**config.mk**
```make
export PLATFORM = sky130hd
export DESIGN_NAME = updown_mod_counter
export DESIGN_NICKNAME = d
export VERILOG_FILES = /design/src/rtl/updown_mod_counter.sv
export SDC_FILE = /design/constraint.sdc
export NUM_CORES = 1
export LEC_CHECK = 0
export CORE_UTILIZATION = 25
export CTS_BUF_LIST = sky130_fd_sc_hd__clkbuf_16
export DETAILED_ROUTE_END_ITERATION = 8
export PLACE_DENSITY = 0.53
export SLEW_MARGIN = 20
export SYNTH_ARGS = -nofsm -noshare
export SYNTH_HDL_FRONTEND = slang
export SYNTH_SLANG_ARGS = --single-unit
```
**constraint.sdc**
```tcl
create_clock -name clk -period 2.2 [get_ports clk]
set_clock_uncertainty 0.15 [all_clocks]
set_input_delay 0.44 -clock clk [delete_from_list [all_inputs] [get_ports clk]]
set_output_delay 0.44 -clock clk [all_outputs]
set_load 0.03 [all_outputs]
```
**src/rtl/updown_mod_counter.sv**
```systemverilog
// Parametrised modulo up/down counter with prescaler, wrap/saturate mode and status flags.
// Shared timebase/event counter: clr > load > en priority, one-cycle wrap pulse.
module updown_mod_counter #(
    parameter int unsigned WIDTH    = 8,
    parameter int unsigned MOD      = 256,
    parameter int unsigned SATURATE = 0,
    parameter int unsigned PRESCALE = 1
) (
    input  logic             clk,
    input  logic             rst,
    input  logic             clr,
    input  logic             load,
    input  logic [WIDTH-1:0] load_val,
    input  logic             en,
    input  logic             up,
    output logic [WIDTH-1:0] cnt,
    output logic             wrap,
    output logic             at_max,
    output logic             at_min
);

    // Top of range held in WIDTH bits so MOD == 2**WIDTH never needs a wider constant.
    localparam logic [WIDTH-1:0] MAX_VAL = WIDTH'(MOD - 1);
    localparam int unsigned      PSC_W   = (PRESCALE > 1) ? $clog2(PRESCALE) : 1;
    localparam logic [PSC_W-1:0] PSC_LAST = PSC_W'(PRESCALE - 1);

    logic [WIDTH-1:0] cnt_nxt;
    logic [PSC_W-1:0] psc;
    logic [PSC_W-1:0] psc_nxt;
    logic             wrap_nxt;

    // Next-state: priority clr > load > en; wrap defaults low so it only pulses.
    always_comb begin
        cnt_nxt  = cnt;
        psc_nxt  = psc;
        wrap_nxt = 1'b0;
        if (clr) begin
            cnt_nxt = '0;
            psc_nxt = '0;
        end else if (load) begin
            cnt_nxt = (load_val > MAX_VAL) ? MAX_VAL : load_val;
            psc_nxt = '0;
        end else if (en) begin
            if (psc != PSC_LAST) begin
                psc_nxt = psc + PSC_W'(1);
            end else begin
                psc_nxt = '0;
                if (up) begin
                    if (cnt == MAX_VAL) begin
                        if (SATURATE == 0) begin
                            cnt_nxt  = '0;
                            wrap_nxt = 1'b1;
                        end
                    end else begin
                        cnt_nxt = cnt + WIDTH'(1);
                    end
                end else begin
                    if (cnt == '0) begin
                        if (SATURATE == 0) begin
                            cnt_nxt  = MAX_VAL;
                            wrap_nxt = 1'b1;
                        end
                    end else begin
                        cnt_nxt = cnt - WIDTH'(1);
                    end
                end
            end
        end
    end

    // State register with asynchronous reset.
    always_ff @(posedge clk or posedge rst) begin
        if (rst) begin
            cnt  <= '0;
            psc  <= '0;
            wrap <= 1'b0;
        end else begin
            cnt  <= cnt_nxt;
            psc  <= psc_nxt;
            wrap <= wrap_nxt;
        end
    end

    assign at_max = (cnt == MAX_VAL);
    assign at_min = (cnt == '0);

endmodule

```
==> flow_summary.json, run 1 <==
{
  "cpMaxStageDelayCell": "dfrtp_2",
  "tightest_slew_ns": 0.368,
  "pin_count": 25,
  "drive_above_1_share": 0.196,
  "drv_cap": 0,
  "coreArea_mm2": 0.00336,
  "period_share": 0.964,
  "htreeDepth": 1,
  "first_iter_violations": 29,
  "overflow": 0,
  "cts_hold_buffers": 0,
  "crit_path_start_kind": "flop",
  "grt.busiest_layer": "met2",
  "final_max_slew_viol_count": 0,
  "dpl.hpwl_um": 1980,
  "setup_viol": 0,
  "syn_avg_cell_area_um2": 8.21,
  "grt_pass1_vias": 876,
  "cts.sink_count": 9,
  "rsz0062_at_grt": "false",
  "synth_top_cell_area_share": 0.256,
  "ys_async_sr_fraction": 1.00,
  "grt_use_met3": 0.0462,
  "cpPeakStageDelay_ns": 0.48,
  "power_w": 0.000774,
  "critPathKind": "reg2out",
  "syn_area_um2": 878,
  "seq_area_frac_synth": 0.256,
  "synth_warnings": 0,
  "netlist_instances": 107,
  "grt.total_usage": 0.157,
  "hold_viol": 0,
  "use_met2": 0.252,
  "grt_util_met1": 0.198,
  "grt_pass1_wl_um": 4140,
  "hold_class": "in2async",
  "clock_latency_ns": 0.24,
  "vias": 910,
  "drtAntennaViolNets": 0,
  "synth.distinct_cells": 41,
  "period_needed_ns": 2.12,
  "dp_cells": 179,
  "synth-edff-count": 0,
  "fin_tns_setup_ns": 0,
  "crit_required_ns": 1.61,
  "rows": 21,
  "max_clock_freq_mhz": 472,
  "power_density_mw_per_mm2": 611,
  "syn_nets": 124,
  "synthToLayoutAreaGrowth_pct": 44.2,
  "stdcell_count": 184,
  "drc": 0,
  "cts_tree": "yes",
  "port_buffers": 24,
  "grt_max_degree": 12,
  "synth_ff_type": "dfrtp_1",
  "antenna_cells": 0,
  "wirelength_um": 2610,
  "ys_ff_latch": 9,
  "root_buffer": "clkbuf_16",
  "avgViaCountPerCell": 4.95,
  "start_util": 0.261,
  "cts.path.max_buffers": 2,
  "gp_congestion": 0.914,
  "routedWlPerCell_um": 14.2,
  "num-nets-final": 156,
  "worst_ir_drop_vdd_v": 0.000197,
  "die_w_um": 61.3,
  "slew_headroom": 0.755,
  "dieArea_mm2": 0.00375,
  "crit_fanout": 11,
  "firstDrtPassIters": 4,
  "p_leak_nw": 0.509,
  "outcome": "complete, no violations",
  "clk_transition_reported_paths_ns": 0.04,
  "cp.arrival_ns": 1.53,
  "synthTopCellsByArea": "dfrtp_1 26%, xnor2_1 6.0%, a21oi_1 5.1%",
  "crit_path_frequent_cell": "buf_4",
  "path_cells": "nor4_1 -> buf_4 -> and2_1 -> buf_4",
  "end_kind": "output port",
  "antenna_found_initial": 0,
  "die-height_um": 61.3,
  "cts_buffers": 3,
  "synth_area_leader_cell": "dfrtp_1"
}
[worst max-delay path: cells and delay by family, from the launching register on]
family                 cells  cell delay [ns]
flip-flops                 1             0.48
AND/OR/NAND/NOR            2             0.46
buffers and inverters      2             0.36
[Yosys cell counts (2+ instances only)]
cell type / n
a21oi_1: 9
a21oi_2: 2
a221o_1: 3
a221oi_1: 2
buf_4: 2
buf_6: 3
dfrtp_1: 9
ha_1: 3
inv_1: 8
nand2_1: 8
nand3_1: 3
nor2_1: 9
nor2b_1: 2
nor3_1: 4
o21ai_0: 7
or2_2: 2
xnor2_1: 6
xor2_1: 2
[metal layers]
metal  vias to the layer above  share of wire
li1                        446              -
met1                       436           0.43
met2                        23           0.50
met3                         5          0.048
met4                         0          0.018
met5                         -              0
[path summary, 6_finish.rpt]
path                                    start            endpoint  slack [ns]  cells past startpoint
min in group clk           cnt[6]$_DFFE_PP0P_  cnt[6]$_DFFE_PP0P_        0.56                      1
hold / removal                            rst  cnt[6]$_DFFE_PP0P_        0.32                      2
setup reg to reg           cnt[1]$_DFFE_PP0P_  cnt[5]$_DFFE_PP0P_        0.19                      9
setup / recovery           cnt[3]$_DFFE_PP0P_              at_min        0.08                      4
max in group asynchronous                 rst  cnt[1]$_DFFE_PP0P_        1.29                      2
hold reg to reg            cnt[6]$_DFFE_PP0P_  cnt[6]$_DFFE_PP0P_        0.56                      1
[cell families after synthesis]
kind of cell / synth area share
buf+inv: 0.120
compound gates: 0.254
xor+xnor: 0.0798
simple gates: 0.236
mux: 0.0114
fa+ha+maj: 0.0427
flops: 0.256
[metrics by stage]
stage / hold WS (ns) / utilization / cell area [um2] / setup slack, ns
after floorplan: 0.118 / - / 878 / 0.140
after global placement: 0.486 / 0.348 / 1170 / 0.180
after detailed placement: 0.505 / 0.348 / 1170 / 0.146
after CTS: 0.334 / 0.372 / 1250 / 0.0222
after global routing: 0.356 / 0.376 / 1270 / 0.0281
final: 0.324 / 0.376 / 1270 / 0.0792
[registers in the layout, indices dropped and copies added, names as in the netlist]
signal  flops
cnt         8
wrap        1
[cell type report]
| class | count | area [um2] |
|---|---|---|
| clock inverter | 1 | 3.75 |
| tap | 46 | 57.6 |
| timing repair buffer | 35 | 318 |
| sequential | 9 | 228 |
| clock buffer | 3 | 75.1 |
| multi-input combinational | 82 | 554 |
| fill | 372 | 2100 |
| inverter | 8 | 30.0 |
[layout by cell type, fill, tap and decap left out, types with 2 or more instances in the layout]
cell	count
nand3_1	3
xor2_1	2
nor2_1	9
a221oi_1	2
o21ai_0	7
clkdlybuf4s50_1	22
xnor2_1	6
nor2b_1	2
buf_4	13
or2_2	2
nor3_1	4
a221o_1	3
ha_1	3
inv_1	9
a21oi_1	9
clkbuf_16	3
dfrtp_1	7
a21oi_2	2
nand2_1	8
dfrtp_2	2
[power breakdown]
part / internal [W] / switching, W / total [W]
Sequential: 0.000178 / 0.0000256 / 0.000204
Combinational: 0.000123 / 0.000124 / 0.000248
Clock: 0.000238 / 0.0000845 / 0.000322
Total: 0.000539 / 0.000235 / 0.000774
[repair_timing]
item / 4_1_cts / 5_1_grt
gates resized for setup: 0 / 3
endpoints found under the setup margin: 0 / 1
buffers inserted: 0 / 1
Power figures use the tool's default switching activity.
==> run 2, diff against run 1 <==
- CORE_UTILIZATION: 25 -> 47
- PLACE_DENSITY: 0.53 -> 0.85
==> run 2 against run 1 <==
  * Die area fell by 46%
  * Register-to-register slack improved by 0.07 ns
  * Wire length fell by 1.5%
  * Final cell count fell by 11%
  * Final area fell by 0.79%
  * Flip-flop and latch count did not move
  * First-iteration DRC count did not move
  * Fmax rose by 0.98%
  * Count of clock-buffer cells in the layout did not move
  * Sequential power barely moved
  * Critical endpoint is now cnt[5]
  * Critical path depth fell by 3
==> flow_summary.json, run 2 (same netlist as run 1, synthesis figures left out) <==
{
  "outcome": "complete, no violations",
  "nFillCells": 138,
  "top_register": "cnt",
  "root_buffer": "clkbuf_16",
  "drive_above_1_share": 0.216,
  "htreeDepth": 1,
  "stdcell_count": 164,
  "drtAntennaViolNets": 0,
  "rr_startpoint": "cnt[1]$_DFFE_PP0P_",
  "critPathKind": "reg2out",
  "end_kind": "output port",
  "dp_cells": 159,
  "crit_start": "cnt[5]$_DFFE_PP0P_",
  "first_iter_violations": 29,
  "crit_required_ns": 1.61,
  "tightest_slew_ns": 0.363,
  "clk_transition_reported_paths_ns": 0.04,
  "crit_fanout": 9,
  "period_share": 0.955,
  "cts.path.max_buffers": 2,
  "overflow": 0,
  "grt_pass1_vias": 931,
  "port_buffers": 24,
  "max_clock_freq_mhz": 476,
  "fin_tns_setup_ns": 0,
  "ff2ff_path_depth": 7,
  "grt_max_degree": 11,
  "firstDrtPassIters": 4,
  "clock_latency_ns": 0.24,
  "avgViaCountPerCell": 5.87,
  "p_leak_nw": 0.515,
  "path_depth": 1,
  "vias": 962,
  "cts.sink_count": 9,
  "cp.arrival_ns": 1.51,
  "pin_count": 25,
  "cpMaxStageDelayCell": "clkdlybuf4s50_1",
  "slew_headroom": 0.758,
  "routedWlPerCell_um": 15.7,
  "cts_buffers": 3,
  "num-nets-final": 157,
  "reg_top3": "cnt x8, wrap x1",
  "cts_tree": "yes",
  "wirelength_um": 2570,
  "setup_viol": 0,
  "cpPeakStageDelay_ns": 0.74,
  "power_density_mw_per_mm2": 619,
  "worst_ir_drop_vdd_v": 0.000495,
  "path_cells": "clkdlybuf4s50_1",
  "dpl.hpwl_um": 1840,
  "grt_pass1_wl_um": 4100,
  "coreArea_mm2": 0.00175,
  "layout_common_cells": "22 x clkdlybuf4s50_1, 14 x buf_4, 9 x a21oi_1",
  "rows": 15,
  "period_needed_ns": 2.10,
  "dieArea_mm2": 0.00205,
  "grt.total_usage": 0.285,
  "drc": 0,
  "power_w": 0.000777,
  "rsz0062_at_grt": "false",
  "hold_viol": 0,
  "gp_congestion": 0.967,
  "timing.hold.ws_ns": 0.326,
  "die_w_um": 45.2,
  "drv_cap": 0,
  "crit_path_start_kind": "flop",
  "cts_hold_buffers": 0,
  "fin_util": 0.720,
  "final_common_cell": "clkdlybuf4s50_1",
  "die-height_um": 45.2,
  "hold_class": "in2async",
  "antenna_cells": 0,
  "worst-path-buf-inv": 1,
  "final_max_slew_viol_count": 0,
  "largest_reg_flops": 8,
  "synthToLayoutAreaGrowth_pct": 43.0,
  "start_util": 0.503,
  "cpLargestDelayFamily": "buffers and inverters",
  "antenna_found_initial": 0
}
run 2: changes by cell type in the layout (fill, tap and decap cells not counted):
| cell | delta |
|---|---|
| nor2_1 | -1 |
| buf_4 | +1 |
| inv_1 | -1 |
| dfrtp_2 | -1 |
| nor4_1 | -1 |
| clkinv_2 | +1 |
| dfrtp_1 | +1 |
| nor2_2 | +1 |
| nor4_2 | +1 |
run 2: final timing paths:
path,end,slack [ns]
worst max-delay path,cnt[5],0.1
worst min-delay path,cnt[6]$_DFFE_PP0P_,0.33
worst max register to register,cnt[4]$_DFFE_PP0P_,0.26
worst min register to register,cnt[6]$_DFFE_PP0P_,0.54
max in group asynchronous,cnt[2]$_DFFE_PP0P_,1.28
min in group clk,cnt[6]$_DFFE_PP0P_,0.54
run 2: power breakdown:
part           switching (W)  leakage [nW]  total, W  internal (W)
Sequential         0.0000258         0.117  0.000204      0.000178
Clock              0.0000831        0.0409  0.000323      0.000240
Combinational       0.000127         0.358  0.000251      0.000124
run 2: area by class of cell:
type	count	area, um2	area share
multi-input cells	82	563	0.448
flip-flops and latches	9	226	0.180
clock inverters	1	5.00	0.00398
repair buffers	36	325	0.259
inverters	8	30.0	0.0239
well taps	25	31.3	0.0249
clock buffers	3	75.1	0.0598
run 2: per-layer routing:
layer  GRT usage  vias up  part of all wire
li1            -      451                 -
met1       0.333      448              0.41
met2       0.475       55              0.50
met3      0.0720        8             0.062
met4       0.152        0             0.034
met5           0        -                 0
run 2: timing repair:
action / 4_1_cts / 5_1_grt
setup endpoints to repair: 1 / 2
cloned: 0 / 0
setup buffers: 0 / 1
resized for setup: 1 / 3
run 2: through the flow:
| stage | cell area, um2 | setup WS [ns] |
|---|---|---|
| after floorplan | 878 | 0.140 |
| after global placement | 1150 | 0.159 |
| after detailed placement | 1150 | 0.0998 |
| after CTS | 1240 | 0.0458 |
| after global routing | 1260 | 0.0297 |
| final | 1260 | 0.0998 |
==> patch 1, RTL diff (flow settings as in run 2) <==
`WIDTH`: 8 -> 12.
--- a/src/rtl/updown_mod_counter.sv
+++ b/src/rtl/updown_mod_counter.sv
@@ -1,7 +1,7 @@
 // Parametrised modulo up/down counter with prescaler, wrap/saturate mode and status flags.
 // Shared timebase/event counter: clr > load > en priority, one-cycle wrap pulse.
 module updown_mod_counter #(
-    parameter int unsigned WIDTH    = 8,
+    parameter int unsigned WIDTH    = 12,
     parameter int unsigned MOD      = 256,
     parameter int unsigned SATURATE = 0,
     parameter int unsigned PRESCALE = 1
Ports: changed (resized cnt and load_val); port bits go from 25 to 33. The function was not compared with the original's and may differ.
==> patch 1 against run 2 <==
The flow now finishes with violations (setup timing). Register-to-register slack got worse by 280 ps. Total power rose by 70%. First-iteration DRC count increased to 4.4 times the old value. Combinational power grew to 2.5 times the old value. Synthesized area is 45% higher. Cell count increased by 55%. Synthesized cell count rose by 52%. Fmax fell by 8.5%. Setup slack lost 190 ps. Design area up 64%. Wire length increased by 100%. Utilization up 9.6 points. Sequential cell count rose by 4. Largest power group is now combinational cells. Highest routed layer unchanged.
==> patch 1: results (changes against run 2) <==
| Metric | Value |
|---|---|
| Drt first-iter violations | `128 (was 29)` |
| Mux contribution to synthesized area | `0% (was 1.14%)` |
| Fraction of registers with async set or reset after synthesis | `100% (unchanged)` |
| Top cells by area, synth | `dfrtp_1 (25%), o21ai_0 (4.7%), nand2_1 (3.8%), nor2_1 (3.2%), a31oi_1 (2.9%) (was dfrtp_1 (26%), xnor2_1 (6.0%), a21oi_1 (5.1%), ha_1 (4.3%), o21ai_0 (4.0%))` |
| Layout Nets | `246 (was 157)` |
| Post-synthesis sequential area ratio | `25.5% (was 25.6%)` |
| Via Count | `1,752 (was 962)` |
| HPWL after detailed placement | `3180 um (was 1840 um)` |
| TritonRoute pass-1 iters | `5 (was 4)` |
| Power density over the cells | `641 nW/um2 (was 619 nW/um2)` |
| Buffers on Ports | `32 (was 24)` |
| Crit path DAT | `1700 ps (was 1510 ps)` |
| Hold WS | `384 ps (was 326 ps)` |
| Placed Area | `1830 um2 (was 1150 um2)` |
| Origin of the critical flop-to-flop path | `cnt[0] (was cnt[1])` |
| Adder-cell share of the synthesized area | `2.94% (was 4.27%)` |
| Slew margin rel. | `62.9% (was 75.8%)` |
| GP Congestion | `0.953 (was 0.967)` |
| Sum Neg Setup Slack | `-225 ps (was 0 ps)` |
| R2R Path End | `cnt[9] (was cnt[4])` |
| Syn nets | `184 (was 124)` |
| Tot GR Track Use | `33.0% (was 28.5%)` |
| Final setup violation count | `3 (was 0)` |
| Post-synth top cells | `dfrtp_1 (13), nand2_1 (13), o21ai_0 (12), nor2_1 (11), clkbuf_1 (9) (was a21oi_1 (9), dfrtp_1 (9), nor2_1 (9), inv_1 (8), nand2_1 (8))` |
| Reg-to-reg setup timing slack | `-20 ps (was 260 ps)` |
| Clock group power | `365 uW (was 323 uW)` |
| Synth Area in Compound Gates | `28.0% (was 25.4%)` |
| Routed WL per cell | `20.7 um (was 15.7 um)` |
| Largest net degree at the start of global routing | `14 (was 11)` |
| Leak pwr | `0.000826 uW (was 0.000515 uW)` |
| Placed cells | `241 (was 159)` |
| Worst VDD drop | `0.000576 V (was 0.000495 V)` |
| Sw Ratio | `38.4% (was 30.3%)` |
| Failing checks | `setup timing` |
| Fraction of synthesized cell area in xor and xnor cells | `3.43% (was 7.98%)` |
| Top flop regs | `cnt x12, wrap x1 (was cnt x8, wrap x1)` |
| Main synth FF type | `dfrtp_1 (unchanged)` |
| Status | `finished, violations left (was finished, final reports clean)` |
| Yosys cell types | `49 (was 41)` |
| Sequential Power Share | `23.8% (was 26.2%)` |
| Clock root buffer master | `clkbuf_16 (unchanged)` |
| Number of global-route vias before repair | `1,461 (was 931)` |
| Antenna violations before repair | `0 (unchanged)` |
| Crit Path Max Fanout | `10 (was 9)` |
| Worst Setup Slack post-DPL | `-229 ps (was 99.8 ps)` |
| Layout cells sized above 1 | `35.3% (was 21.6%)` |
| Reg2reg path depth | `5 (was 7)` |
| Syn avg cell area | `7.84 um2 (was 8.21 um2)` |
| Final setup margin | `-94.1 ps (was 99.8 ps)` |
| First-pass GRT wire length | `6870 um (was 4100 um)` |
| Vias per cell | `6.90 (was 5.87)` |
==> patch 1: cell count changes in the layout (fill, tap and decap cells not counted), sizes merged, moves of 5 or more <==
| cell | before | now |
|---|---|---|
| a21oi | 11 | 6 |
| a31oi | 1 | 6 |
| buf | 14 | 42 |
| clkdlybuf4s50 | 22 | 29 |
| nand2 | 8 | 13 |
| o21ai | 7 | 12 |
==> patch 1: worst max path at each step <==
| stage | to | depth (start not counted) | slack (ps) | from |
|---|---|---|---|---|
| after floorplan | at_min | 3 | -30 | cnt[6] |
| after global placement | cnt[9] | 6 | -130 | up |
| after detailed placement | cnt[11] | 6 | -230 | up |
| after CTS | at_max | 4 | -60 | cnt[9] |
| after global routing | at_max | 5 | -150 | cnt[5] |
| final | at_max | 5 | -90 | cnt[4] |
==> patch 1: critical path, stage by stage, from the launching register on <==
cell and delay (ps):
dfrtp_2 480, and4_1 280, nand4_1 220, or2_4 310, inv_4 50, buf_6 110
==> patch 1: timing repair <==
| item | CTS | global route |
|---|---|---|
| resized for setup | 8 | 15 |
| pin swaps | 3 | 8 |
| setup endpoints to repair | 6 | 7 |
| hold buffers | 0 | 0 |
| setup buffers | 1 | 8 |
==> patch 1: cell type report <==
class                           instances  area (um2)
Timing Repair Buffer                   72         626
Fill cell                             152         464
Clock inverter                          1        5.00
Sequential cell                        13         332
Inverter                                7        31.3
Clock buffer                            3        75.1
Tap cell                               30        37.5
Multi-Input combinational cell        128         952
==> patch 1: per-layer routing <==
| layer | vias up | global-route usage, % | part of all wire, % |
|---|---|---|---|
| li1 | 743 | - | - |
| met4 | 0 | 15.0 | 5.0 |
| met3 | 34 | 5.65 | 11 |
| met1 | 821 | 41.7 | 36 |
| met5 | - | 0 | 0 |
| met2 | 154 | 54.1 | 48 |
==> patch 2, RTL diff (flow settings as in run 2) <==
Without the edit above. Register the inputs `clr`, `load`, `load_val`, `en` and `up` before use, without a reset. The logic sees them one clock later. Comments in the files are not updated.
--- a/src/rtl/updown_mod_counter.sv
+++ b/src/rtl/updown_mod_counter.sv
@@ -24,6 +24,20 @@
     localparam int unsigned      PSC_W   = (PRESCALE > 1) ? $clog2(PRESCALE) : 1;
     localparam logic [PSC_W-1:0] PSC_LAST = PSC_W'(PRESCALE - 1);
 
+    logic clr_q;
+    logic load_q;
+    logic [WIDTH-1:0] load_val_q;
+    logic en_q;
+    logic up_q;
+
+    always_ff @(posedge clk) begin
+        clr_q      <= clr;
+        load_q     <= load;
+        load_val_q <= load_val;
+        en_q       <= en;
+        up_q       <= up;
+    end
+
     logic [WIDTH-1:0] cnt_nxt;
     logic [PSC_W-1:0] psc;
     logic [PSC_W-1:0] psc_nxt;
@@ -34,18 +48,18 @@
         cnt_nxt  = cnt;
         psc_nxt  = psc;
         wrap_nxt = 1'b0;
-        if (clr) begin
+        if (clr_q) begin
             cnt_nxt = '0;
             psc_nxt = '0;
-        end else if (load) begin
-            cnt_nxt = (load_val > MAX_VAL) ? MAX_VAL : load_val;
+        end else if (load_q) begin
+            cnt_nxt = (load_val_q > MAX_VAL) ? MAX_VAL : load_val_q;
             psc_nxt = '0;
-        end else if (en) begin
+        end else if (en_q) begin
             if (psc != PSC_LAST) begin
                 psc_nxt = psc + PSC_W'(1);
             end else begin
                 psc_nxt = '0;
-                if (up) begin
+                if (up_q) begin
                     if (cnt == MAX_VAL) begin
                         if (SATURATE == 0) begin
                             cnt_nxt  = '0;
Check against the original RTL: not equivalent (a bounded check fails within 4 cycles, from zero or initial values and one cycle with rst high).
==> patch 2 against run 2 <==
Largest power group is now registers. Critical path depth grew 2. Combinational power increased by 12%. Design area rose by 25%. Non-clock buffer count unchanged. Setup slack lost 44 ps. Fmax is 2.0% lower. Utilization shrank 2.8 points. Sequential power is 110% higher. Wire length rose by 19%. Sequential cell count is 12 higher. Total power increased by 43%. Count of clock-buffer cells in the layout did not move. Synthesized area grew 33%.
==> patch 2: results (changes against run 2) <==
| Metric | Value |
|---|---|
| Status | `finished, final reports clean (unchanged)` |
| Post-synthesis sequential area ratio | `39.9% (was 25.6%)` |
| Fraction of registers with async set or reset after synthesis | `42.9% (was 100%)` |
| Total Wirelength | `3070 um (was 2570 um)` |
| Placed cells | `179 (was 159)` |
| First-pass GRT wire length | `5060 um (was 4100 um)` |
| Slew @ Worst Pin | `487 ps (was 363 ps)` |
| Placed Area | `1460 um2 (was 1150 um2)` |
| Fillers | `174 (was 138)` |
| Top cells by area, synth | `dfxtp_1 (21%), dfrtp_1 (19%), a21oi_1 (4.3%), ha_1 (3.2%), nor2_1 (3.2%) (was dfrtp_1 (26%), xnor2_1 (6.0%), a21oi_1 (5.1%), ha_1 (4.3%), o21ai_0 (4.0%))` |
| Routing usage on met3 | `4.68% (was 7.20%)` |
| Number of global-route vias before repair | `1,050 (was 931)` |
| P&R area growth vs syn | `34.8% (was 43.0%)` |
| Worst VDD drop | `0.000494 V (was 0.000495 V)` |
| Crit path to | `at_min (was cnt[5])` |
| Sequential Power Share | `39.3% (was 26.2%)` |
| GR Util met2 | `41.2% (was 47.5%)` |
| Clock latency on the worst-skew pair | `260 ps (was 240 ps)` |
| Reg2reg path depth | `5 (was 7)` |
| Worst Setup Slack post-DPL | `209 ps (was 99.8 ps)` |
| Leak pwr | `0.000650 uW (was 0.000515 uW)` |
| Main synth FF type | `dfxtp_1 (was dfrtp_1)` |
| Largest net degree at the start of global routing | `20 (was 11)` |
| Syn avg cell area | `8.91 um2 (was 8.21 um2)` |
| Tot GR Track Use | `26.6% (was 28.5%)` |
| Syn nets | `148 (was 124)` |
| WL met3 | `157 um (was 159 um)` |
| Drt first-iter violations | `53 (was 29)` |
| Logic pwr share | `25.4% (was 32.3%)` |
patch 2: final cells by class:
class                           count  share of cell area (%)
Timing Repair Buffer               36                    20.7
Sequential cell                    21                    29.8
Inverter                            9                    2.15
Clock inverter                      1                   0.477
Tap cell                           28                    2.23
Clock buffer                        3                    4.77
Multi-Input combinational cell     89                    39.9
patch 2: cell families (layout without fill, tap and decap cells):
group	count (synthesis)	in the layout	synth area share, %
simple gates	44	44	21.7
fa+ha+maj	3	3	3.22
buf+inv	21	49	7.50
mux	1	1	0.857
compound gates	37	37	23.9
xor+xnor	4	4	3.00
flops	21	21	39.9
patch 2: repair_timing:
item / in CTS / in global routing
cloned: 0 / 0
setup endpoints to repair: 1 / 1
resized for setup: 3 / 1
pin swaps: 1 / 0
buffers inserted: 1 / 3
patch 2: critical path, cell delays in order, from the launching register on:
cell     delay, ps
dfrtp_2        450
or4_4          550
nor3_4         120
buf_4          170
